===== config.mk =====
export PLATFORM = sky130hd
export DESIGN_NAME = deskew_collector_flat
export DESIGN_NICKNAME = d
export VERILOG_FILES = /design/src/rtl/deskew_collector_if.sv /design/src/rtl/deskew_collector.sv /design/src/flat_wrapper.sv
export SDC_FILE = /design/constraint.sdc
export NUM_CORES = 1
export LEC_CHECK = 0
export CAP_MARGIN = 25
export CELL_PAD_IN_SITES_DETAIL_PLACEMENT = 1
export CELL_PAD_IN_SITES_GLOBAL_PLACEMENT = 2
export CORE_MARGIN = 2
export CORE_UTILIZATION = 33
export DETAILED_ROUTE_END_ITERATION = 10
export HOLD_SLACK_MARGIN = 0.08
export PLACE_DENSITY = 0.81
export SLEW_MARGIN = 40
export SYNTH_ARGS = -nofsm -noshare
export SYNTH_HDL_FRONTEND = slang
export SYNTH_SLANG_ARGS = --single-unit

===== constraint.sdc =====
create_clock -name clk -period 1.22 [get_ports clk]
set_input_delay 0.244 -clock clk [delete_from_list [all_inputs] [get_ports clk]]
set_output_delay 0.244 -clock clk [all_outputs]
set_load 0.01 [all_outputs]

===== src/rtl/deskew_collector_if.sv =====
// deskew_collector_if: skewed-lane input and aligned-row output bundle for deskew_collector.
interface deskew_collector_if #(
   parameter int BITS = 8,
   parameter int DIM = 8,
   parameter int ROWBITS = $clog2(DIM)
);
   logic en;
   logic signed [BITS-1:0] Din [DIM];
   logic signed [BITS-1:0] Dout [DIM];
   logic Dvalid;
   logic [ROWBITS-1:0] Drow;
   logic done;
   modport master (output en, Din, input Dout, Dvalid, Drow, done);
   modport slave (input en, Din, output Dout, Dvalid, Drow, done);
endinterface


===== src/rtl/deskew_collector.sv =====
// deskew_collector: realigns a skewed wavefront (lane i lagging by i) into whole rows.
// DESKEW_ZERO_FILL_EN: force Dout to zero whenever Dvalid would be 0.
module deskew_collector #(
   parameter int BITS = 8,
   parameter int DIM = 8,
   parameter int ROWBITS = $clog2(DIM)
) (
   input logic clk,
   input logic rst_n,
   deskew_collector_if.slave d
);
   localparam int KBITS = $clog2(2*DIM-1);
   localparam logic [KBITS-1:0] KFIRST = KBITS'(DIM-1);
   localparam logic [KBITS-1:0] KLAST = KBITS'(2*DIM-2);
   logic [KBITS-1:0] k, k_nxt;
   logic [DIM-1:0][BITS-1:0] tap;
   logic signed [BITS-1:0] dout_nxt [DIM];
   logic valid_nxt, done_nxt;
   logic [ROWBITS-1:0] row_nxt;
   // lane i is delayed DIM-1-i edges so every lane of a row reaches the output register together
   for (genvar i = 0; i < DIM; i++) begin : g_lane
      if (i < DIM-1) begin : g_dl
         logic signed [BITS-1:0] sr [DIM-1-i];
         always_ff @(posedge clk)
            if (!rst_n) sr <= '{default: '0};
            else if (d.en) begin
               sr[0] <= d.Din[i];
               for (int j = 1; j < DIM-1-i; j++) sr[j] <= sr[j-1];
            end
         assign tap[i] = sr[DIM-2-i];
      end else begin : g_pass
         assign tap[i] = d.Din[i];
      end
   end
   always_ff @(posedge clk)
      if (!rst_n) begin
         k <= '0;
         d.Dout <= '{default: '0};
         d.Dvalid <= 1'b0;
         d.Drow <= '0;
         d.done <= 1'b0;
      end else if (d.en) begin
         k <= k_nxt;
         d.Dout <= dout_nxt;
         d.Dvalid <= valid_nxt;
         d.Drow <= row_nxt;
         d.done <= done_nxt;
      end
   always_comb k_nxt = (k == KLAST) ? '0 : k + 1'b1;
   always_comb begin
      valid_nxt = k >= KFIRST;
      row_nxt = valid_nxt ? ROWBITS'(k - KFIRST) : '0;
      done_nxt = k == KLAST;
      for (int j = 0; j < DIM; j++) begin
`ifdef DESKEW_ZERO_FILL_EN
         dout_nxt[j] = valid_nxt ? $signed(tap[j]) : '0;
`else
         dout_nxt[j] = $signed(tap[j]);
`endif
      end
   end
endmodule


===== src/flat_wrapper.sv =====
// flat-port wrapper written by rule: the top's interface ports become plain ports
module deskew_collector_flat 
#(
   parameter int BITS = 8,
   parameter int DIM = 8,
   parameter int ROWBITS = $clog2(DIM)
)
  (clk, rst_n, d_en, d_Din, d_Dout, d_Dvalid, d_Drow, d_done);
  deskew_collector_if #(.BITS(BITS), .DIM(DIM), .ROWBITS(ROWBITS)) d_i ();
  input logic clk;
  input logic rst_n;
  input wire logic [$bits(d_i.en)-1:0] d_en;
  input wire logic [$bits(d_i.Din)-1:0] d_Din;
  output wire logic [$bits(d_i.Dout)-1:0] d_Dout;
  output wire logic [$bits(d_i.Dvalid)-1:0] d_Dvalid;
  output wire logic [$bits(d_i.Drow)-1:0] d_Drow;
  output wire logic [$bits(d_i.done)-1:0] d_done;
  assign d_i.en = d_en;
  assign d_i.Din = {>>{d_Din}};
  assign d_Dout = {>>{d_i.Dout}};
  assign d_Dvalid = d_i.Dvalid;
  assign d_Drow = d_i.Drow;
  assign d_done = d_i.done;
  deskew_collector #(.BITS(BITS), .DIM(DIM), .ROWBITS(ROWBITS)) u_core (.clk(clk), .rst_n(rst_n), .d(d_i));
endmodule

# Yosys cells after proc, flatten, opt, wreduce, memory -nomap -nowiden
# Cells that the tools add are included.
op_classes:
  eq_ne: 1
  n_mux: 2
  n_addsub: 2
  n_lt_le_gt_ge: 1
ops:
  columns: ["cell", "count"]
  rows:
  - ["adder 4 x 1 -> 4 bit, second input constant", 1]
  - ["equality test 4 bit, second input constant", 1]
  - [">= comparator 4 x 3 -> 1 bit, second input constant", 1]
  - ["2-to-1 mux 4 bit", 1]
  - ["2-to-1 mux 3 bit", 1]
  - ["subtractor 3 bit, second input constant", 1]
word_totals:
  regBits: 297
  inputBits: 67
  out_inout_bits: 69
  elab_cells: 46

# Longest topological paths before layout
# Gate-level depths: netlist of run 1.
logic_depth:
  word_depth: 2
  depth_mapped: 5
  ltp_nobuf: 5

# Worst setup path after synthesis of run 1
# Ideal clock, no wire load.
synth_path:
  kind: "register to register"
  from: "reg u_core.k[0]"
  to: "reg u_core.k[0]"
  path_stages_with_launch: 6
  arrival_time_ps: 1096
  required_ps: 1162
  period_less_slack_ps: 1154
  setup_ps: 58
  path_slack_ps: 66
  path_buffers: 0
  cell_sequence: "dfxtp_1 > inv_1 > ha_1 > and3_1 > nor3_1 > o21a_1"
synth_via:
  elab_chain_len: 2
  elab_cells_between_ends: 3
  cone_classes: "add/sub: 1; eq/ne: 1; mux: 1"
synth_rtl:
  columns: ["item", "line_no", "rtl"]
  rows:
  - ["start: declaration", "deskew_collector.sv:15", "logic [KBITS-1:0] k, k_nxt;"]
  - ["start signal: assignment", "deskew_collector.sv:43", "k <= k_nxt;"]
  - ["adder 4 x 1 -> 4 bit / equality test 4 bit (equally long branches)", "deskew_collector.sv:49", "always_comb k_nxt = (k == KLAST) ? '0 : k + 1'b1;"]
  - ["2-to-1 mux 4 bit *", "deskew_collector.sv:49", null]
# Every way passes the cells marked *; elsewhere a longest branch is shown, timed or not.
# A chain may end at the register's enable or synchronous reset.

# Final worst setup path of run 1
layout_path:
  from: "reg u_core.d.Dvalid"
  to: "out d_Dvalid"
layout_rtl:
  columns: ["item", "line_no", "rtl"]
  rows:
  - ["start: declaration", "deskew_collector_if.sv:14", "modport slave (input en, Din, output Dout, Dvalid, Drow, done);"]
  - ["start signal: assignment", "deskew_collector.sv:45", "d.Dvalid <= valid_nxt;"]
  - ["end: declaration", "flat_wrapper.sv:15", "output wire logic [$bits(d_i.Dvalid)-1:0] d_Dvalid;"]
# No word-level cell between the ends.

==> impl_metrics.yaml, run 1 <==
floorplanning:
  die_y_microns: 188
  io_pins: 136
  die_width_microns: 188
  fp-row-count: 67
  core_sq_um: 33400
  start_util_pct: 33.5
  dieArea_sq_um: 35400
setup_path:
  start_kind: "flop"
  cpMaxStageDelayCell: "dfxtp_2"
  worstReg2RegEnd: "u_core.d.Drow[1]"
  required_ns: 0.98
  worstPathArrival_ns: 0.96
  slowest_delay_ns: 0.35
  crit_buf_inv: 1
  end_kind: "output pin"
  r2r_start: "u_core.k[0]"
  rrSetupSlack_ns: 0.05
  cp_top_family: "flip-flops"
  crit_type: "reg2out"
  cp_max_fo: 2
  reg2reg_depth: 5
  worstPathCellList: "buf_6"
routing:
  post_drt_wl_per_cell_microns: 13.7
  drtAntennaViolNets: 0
  wirelength_mm: 21.7
  firstDrtPassIters: 4
  via_count: 6933
  viasPerCell: 4.38
  drtIter0Drc: 160
  remaining_drc_errors: 0
yosys:
  synth.distinct_cells: 27
  yosys_warnings: 0
  synth_nets: 1041
  synth_edf_count: 0
  synth_seq_cells: 297
  synth_cells: 972
  ys_seq_area_share_pct: 53.1
  synth_area_sq_um: 11200
  synth_ff_type: "dfxtp_1"
  synth.avg_cell_area_sq_um: 11.5
  async_reset_ff_share_pct: 0
placement:
  gp_congestion: 0.667
  dpl_cell_area_sq_um: 13300
  dp.final_hpwl_mm: 13.9
  io_buffers: 135
global_route:
  grt_max_degree: 49
  grt_pass1_wl_mm: 36.6
  grt_pass1_vias: 7287
  grtUsageTotal_pct: 12.4
  overflow: 0
  antenna_found_initial: 0
power:
  power_leakage_uw: 0.00609
  p_sw_uw: 4660
  p_clk_share_pct: 48.0
  vdd.ir_drop.worst_mv: 1.04
  sw_frac_of_total_pct: 20.9
  power_frac_seq_pct: 45.2
  combinationalPowerShare_pct: 6.7
  p_int_uw: 17600
  power_density_nw_per_um2: 1520
final_layout:
  fin_area_sq_um: 14600
  drive_above_1_share_pct: 21.1
  final_nets: 1180
  mostFrequentLayoutCells: "nor2b_1, mux2i_1, dfxtp_1"
  num_antenna_cells: 0
  num-fill-cells: 3525
  syn2layout_area_growth_pct: 30.9
  final_common_cell: "nor2b_1"
  final_util_pct: 43.8
clock_tree:
  cts_tree: "yes"
  clock-sinks: 297
  clock_path_buffers: 3
  htreeDepth: 2
  cts_buffers: 34
  cts_hold_buf: 0
  cts.clk_slew.worst_paths_ns: 0.06
  clk_latency_ns: 0.50
  cts_root_buf: "clkbuf_16"
sta:
  worst_pin_slew_ns: 0.347
  setup_viol: 0
  final-max-slew-violation-count: 0
  finClkSkew_ns: 0.0149
  fmax_ghz: 0.833
  final_hold_viol_count: 0
  rsz0062_at_grt: "yes"
  relSlewSlack_pct: 76.8
  post-route-min-period_ns: 1.20
  tns_ns: 0
  finalCritPeriodShare_pct: 98.4
  hold_ws_ns: 0.115
min_path:
  hold_depth: 2
  hold_path_class: "in2reg"
  hold_start: "rst_n"
  min_to: "u_core.k[3]"
status:
  status: "finished, final reports clean"
job:
  maxCapViolations: 0
==> Yosys cell counts, types with 2 or more instances <==
master     number  area, sq um
o2bb2ai_1       2         17.5
clkbuf_1       30          113
and2_1          2         12.5
buf_6           2         22.5
nor2b_1       290         1810
nand2_1         2         7.51
buf_2          22          110
dfxtp_1       297         5950
o211a_1         2         20.0
buf_4          12         90.1
nor3_1          2         10.0
ha_1            2         25.0
mux2i_1       289         2890
o21a_1          2         15.0
a21oi_1         3         15.0
nand3_1         2         10.0
==> repair_timing <==
item,4_1_cts,5_1_grt
gates cloned,0,0
resized for setup,370,54
setup buffers,1,2
setup endpoints to repair,73,60
pin swaps,0,1
==> routing by layer <==
metal | track usage [%] | part of all wire [%] | routed length, microns | vias up
met4 | 4.36 | 2.7 | 579 | 0
met2 | 20.5 | 45 | 9720 | 116
li1 | - | - | - | 3524
met5 | 0 | 0 | 0 | -
met3 | 2.64 | 4.1 | 879 | 41
met1 | 15.9 | 48 | 10500 | 3252
==> power by group through the flow <==
stage          combinational, uW  sequential, uW  clock, uW
2_1_floorplan                931           10300          0
3_3_place_gp                1480           10300          0
3_5_place_dp                1510           10300          0
4_1_cts                     1490           10100      11100
5_1_grt                     1640           10100      11500
6_report                    1500           10100      10700
==> through the flow <==
step | total power, uW | instances | setup WS, ns
global placement | 11800 | 1520 | 0.0264
detailed placement | 11800 | 1520 | -0.00229
CTS | 22700 | 1581 | -0.0153
finish | 22300 | 1583 | 0.0190
floorplan | 11200 | 972 | 0.0660
global route | 23200 | 1583 | -0.0279
==> worst max path at each step <==
stage / startpoint / to / depth (start not counted)
CTS: u_core.d.Dvalid / d_Dvalid / 1
floorplan: u_core.k[0] / u_core.k[0] / 5
finish: u_core.d.Dvalid / d_Dvalid / 1
global route: u_core.d.Drow[1] / d_Drow[1] / 1
global placement: u_core.k[0] / u_core.k[0] / 5
detailed placement: u_core.k[0] / u_core.k[0] / 5
==> kinds of logic after synthesis <==
kind of cell,after synthesis,share of synthesized area (%)
flip-flops,297,53.1
AO/OA/AOI/OAI,12,0.805
XOR/XNOR,1,0.0783
AND/OR/NAND/NOR,303,16.8
adder cells (fa/ha/maj),2,0.224
multiplexers,289,25.9
buffers and inverters,68,3.06
==> sequential cells by signal, indices dropped and copies added, names as in the netlist <==
name                   flops
u_core.d.Dout             64
u_core.d.Dvalid            1
u_core.k                   4
u_core.d.Drow              3
u_core.g_lane.g_dl.sr    176
u_core.d.done              1
u_core.dout_nxt           48
==> final cells by class <==
| type | instances | area (sq um) | share of cell area, % |
|---|---|---|---|
| sequential | 297 | 6040 | 41.2 |
| multi-input combinational | 607 | 4940 | 33.7 |
| timing repair buffer | 169 | 1910 | 13.0 |
| clock buffer | 49 | 1010 | 6.89 |
| tap | 448 | 561 | 3.83 |
| clock inverter | 11 | 186 | 1.27 |
| inverter | 2 | 7.51 | 0.0513 |
Note: power is estimated with default switching activity, not from simulation.
==> run 2, diff against run 1 <==
==> constraint.sdc (replaced) <==
create_clock -name clk -period 0.95 [get_ports clk]
set_input_delay 0.19 -clock clk [delete_from_list [all_inputs] [get_ports clk]]
set_output_delay 0.19 -clock clk [all_outputs]
set_load 0.01 [all_outputs]
==> run 2 against run 1 <==
Effect of this change: the run now ends with setup timing left; global-route usage up 0.59 points; utilization up 1.7 points; combinational power up 41%; clock power up 22%; wire length up 6.2%; flip-flop and latch count unchanged; final area up 3.9%; worst hold slack better by 0.030 ns; largest power group unchanged; clock skew down 0.0052 ns; critical endpoint is now d_Dout[26]; critical path depth unchanged.
==> impl_metrics.yaml, run 2 (synthesized netlist as in run 1, its figures left out) <==
status:
  status: "finished with violations"
  violations: "setup timing"
sta:
  worst_pin_slew_ns: 0.277
  finClkSkew_ns: 0.00969
  setup_viol: 78
  rsz0062_at_grt: "yes"
  post-route-min-period_ns: 1.15
  setup_ws_ns: -0.196
  final_hold_viol_count: 0
  relSlewSlack_pct: 81.5
  finalCritPeriodShare_pct: 121
  tns_ns: -12.44
  fmax_ghz: 0.873
  hold_ws_ns: 0.145
  final-max-slew-violation-count: 0
final_layout:
  num-fill-cells: 3514
  regArea_sq_um: 6040
  final_util_pct: 45.5
  largest_reg_flops: 176
  mostFrequentLayoutCells: "nor2b_1, mux2i_1, dfxtp_1"
  largest_register: "u_core.g_lane.g_dl.sr"
  final_nets: 1235
  drive_above_1_share_pct: 24.7
  syn2layout_area_growth_pct: 36.0
  multi_input_area_sq_um: 4980
  final_common_cell: "nor2b_1"
  num_antenna_cells: 0
power:
  p_sw_uw: 6010
  combinationalPowerShare_pct: 7.5
  p_clk_share_pct: 46.5
  p_int_uw: 22100
  sw_frac_of_total_pct: 21.4
  power_frac_seq_pct: 46.0
  vdd.ir_drop.worst_mv: 1.30
  power_leakage_uw: 0.00639
  power_density_nw_per_um2: 1850
global_route:
  use_met2_pct: 21.1
  overflow: 0
  use_met3_pct: 2.56
  antenna_found_initial: 1
  busiest_layer: "met2"
  grt_use_met1_pct: 17.0
  grt_pass1_wl_mm: 38.4
  grt_max_degree: 56
  grt_pass1_vias: 7625
  grtUsageTotal_pct: 13.0
placement:
  gp_congestion: 0.701
  dp.final_hpwl_mm: 15.0
  io_buffers: 135
  pre_cts_ws_ns: -0.172
setup_path:
  required_ns: 0.76
  end_kind: "output pin"
  worstPathArrival_ns: 0.96
  start_kind: "flop"
  crit_type: "reg2out"
  worstPathCellList: "buf_6"
  cpMaxStageDelayCell: "dfxtp_2"
  crit_buf_inv: 1
  cp_max_fo: 2
  cp_top_family: "flip-flops"
  slowest_delay_ns: 0.36
floorplanning:
  io_pins: 136
  die_y_microns: 188
  dieArea_sq_um: 35400
  fp-row-count: 67
  die_width_microns: 188
  start_util_pct: 33.5
  core_sq_um: 33400
clock_tree:
  cts_buffers: 34
  cts_tree: "yes"
  clk_latency_ns: 0.50
  htreeDepth: 2
  cts_root_buf: "clkbuf_16"
  cts.clk_slew.worst_paths_ns: 0.06
  clock-sinks: 297
  clock_path_buffers: 3
routing:
  drtAntennaViolNets: 0
  drtIter0Drc: 183
  via_count: 7240
  wirelength_mm: 23.0
  firstDrtPassIters: 4
  remaining_drc_errors: 0
  post_drt_wl_per_cell_microns: 14.1
  viasPerCell: 4.43
min_path:
  hold_path_class: "in2reg"
job:
  maxCapViolations: 0
-- run 2: changes by cell type in the layout (fill, tap and decap cells not counted), sizes merged --
cell	change
clkbuf	+3
clkinv	-1
bufinv	-3
dlygate4sd3	+1
inv	-1
buf	+54
-- run 2: final cells by class --
| cell class | count | share of cell area (%) |
|---|---|---|
| inverters | 2 | 0.0658 |
| well taps | 448 | 3.68 |
| repair buffers | 224 | 16.4 |
| clock inverters | 6 | 0.543 |
| multi-input cells | 607 | 32.7 |
| clock buffers | 52 | 6.85 |
| flip-flops and latches | 297 | 39.7 |
-- run 2: per-stage QoR --
| stage | cells | instance area, sq um | total power, uW |
|---|---|---|---|
| after floorplan | 972 | 11400 | 14500 |
| after global placement | 1562 | 13700 | 15200 |
| after detailed placement | 1562 | 13700 | 15300 |
| after CTS | 1631 | 15200 | 28600 |
| after global routing | 1636 | 15200 | 29300 |
| final | 1636 | 15200 | 28100 |
-- run 2: what timing repair did --
action                                  4_1_cts  5_1_grt
endpoints found under the setup margin       78       78
pin swaps                                    10        9
hold endpoints to repair                      1        0
hold buffers                                  1        0
setup buffers                                10        5
resized for setup                           432        0
-- run 2: power by group through the flow --
stage	sequential (uW)	combinational, uW	clock [uW]
finish	12900	2110	13100
global route	13000	2280	14100
CTS	13000	2130	13600
detailed placement	13200	2080	0
global placement	13200	2040	0
floorplan	13200	1280	0
-- run 2: per-layer routing --
| layer | vias up | routed length [microns] |
|---|---|---|
| met2 | 127 | 10700 |
| met1 | 3441 | 10700 |
| met3 | 40 | 1030 |
| met5 | - | 13 |
| met4 | 2 | 537 |
| li1 | 3630 | - |
-- run 2: path summary, 6_finish.rpt --
| kind | endpoint | from | cells past startpoint | slack [ns] |
|---|---|---|---|---|
| max | d_Dout[26] | u_core.d.Dout[26] | 1 | -0.20 |
| min | u_core.g_lane[1].g_dl.sr[35] | rst_n | 3 | 0.15 |
| max reg2reg | u_core.k[0] | u_core.k[0] | 5 | -0.15 |
| min reg2reg | u_core.d.Dvalid | u_core.d.Dvalid | 1 | 0.48 |
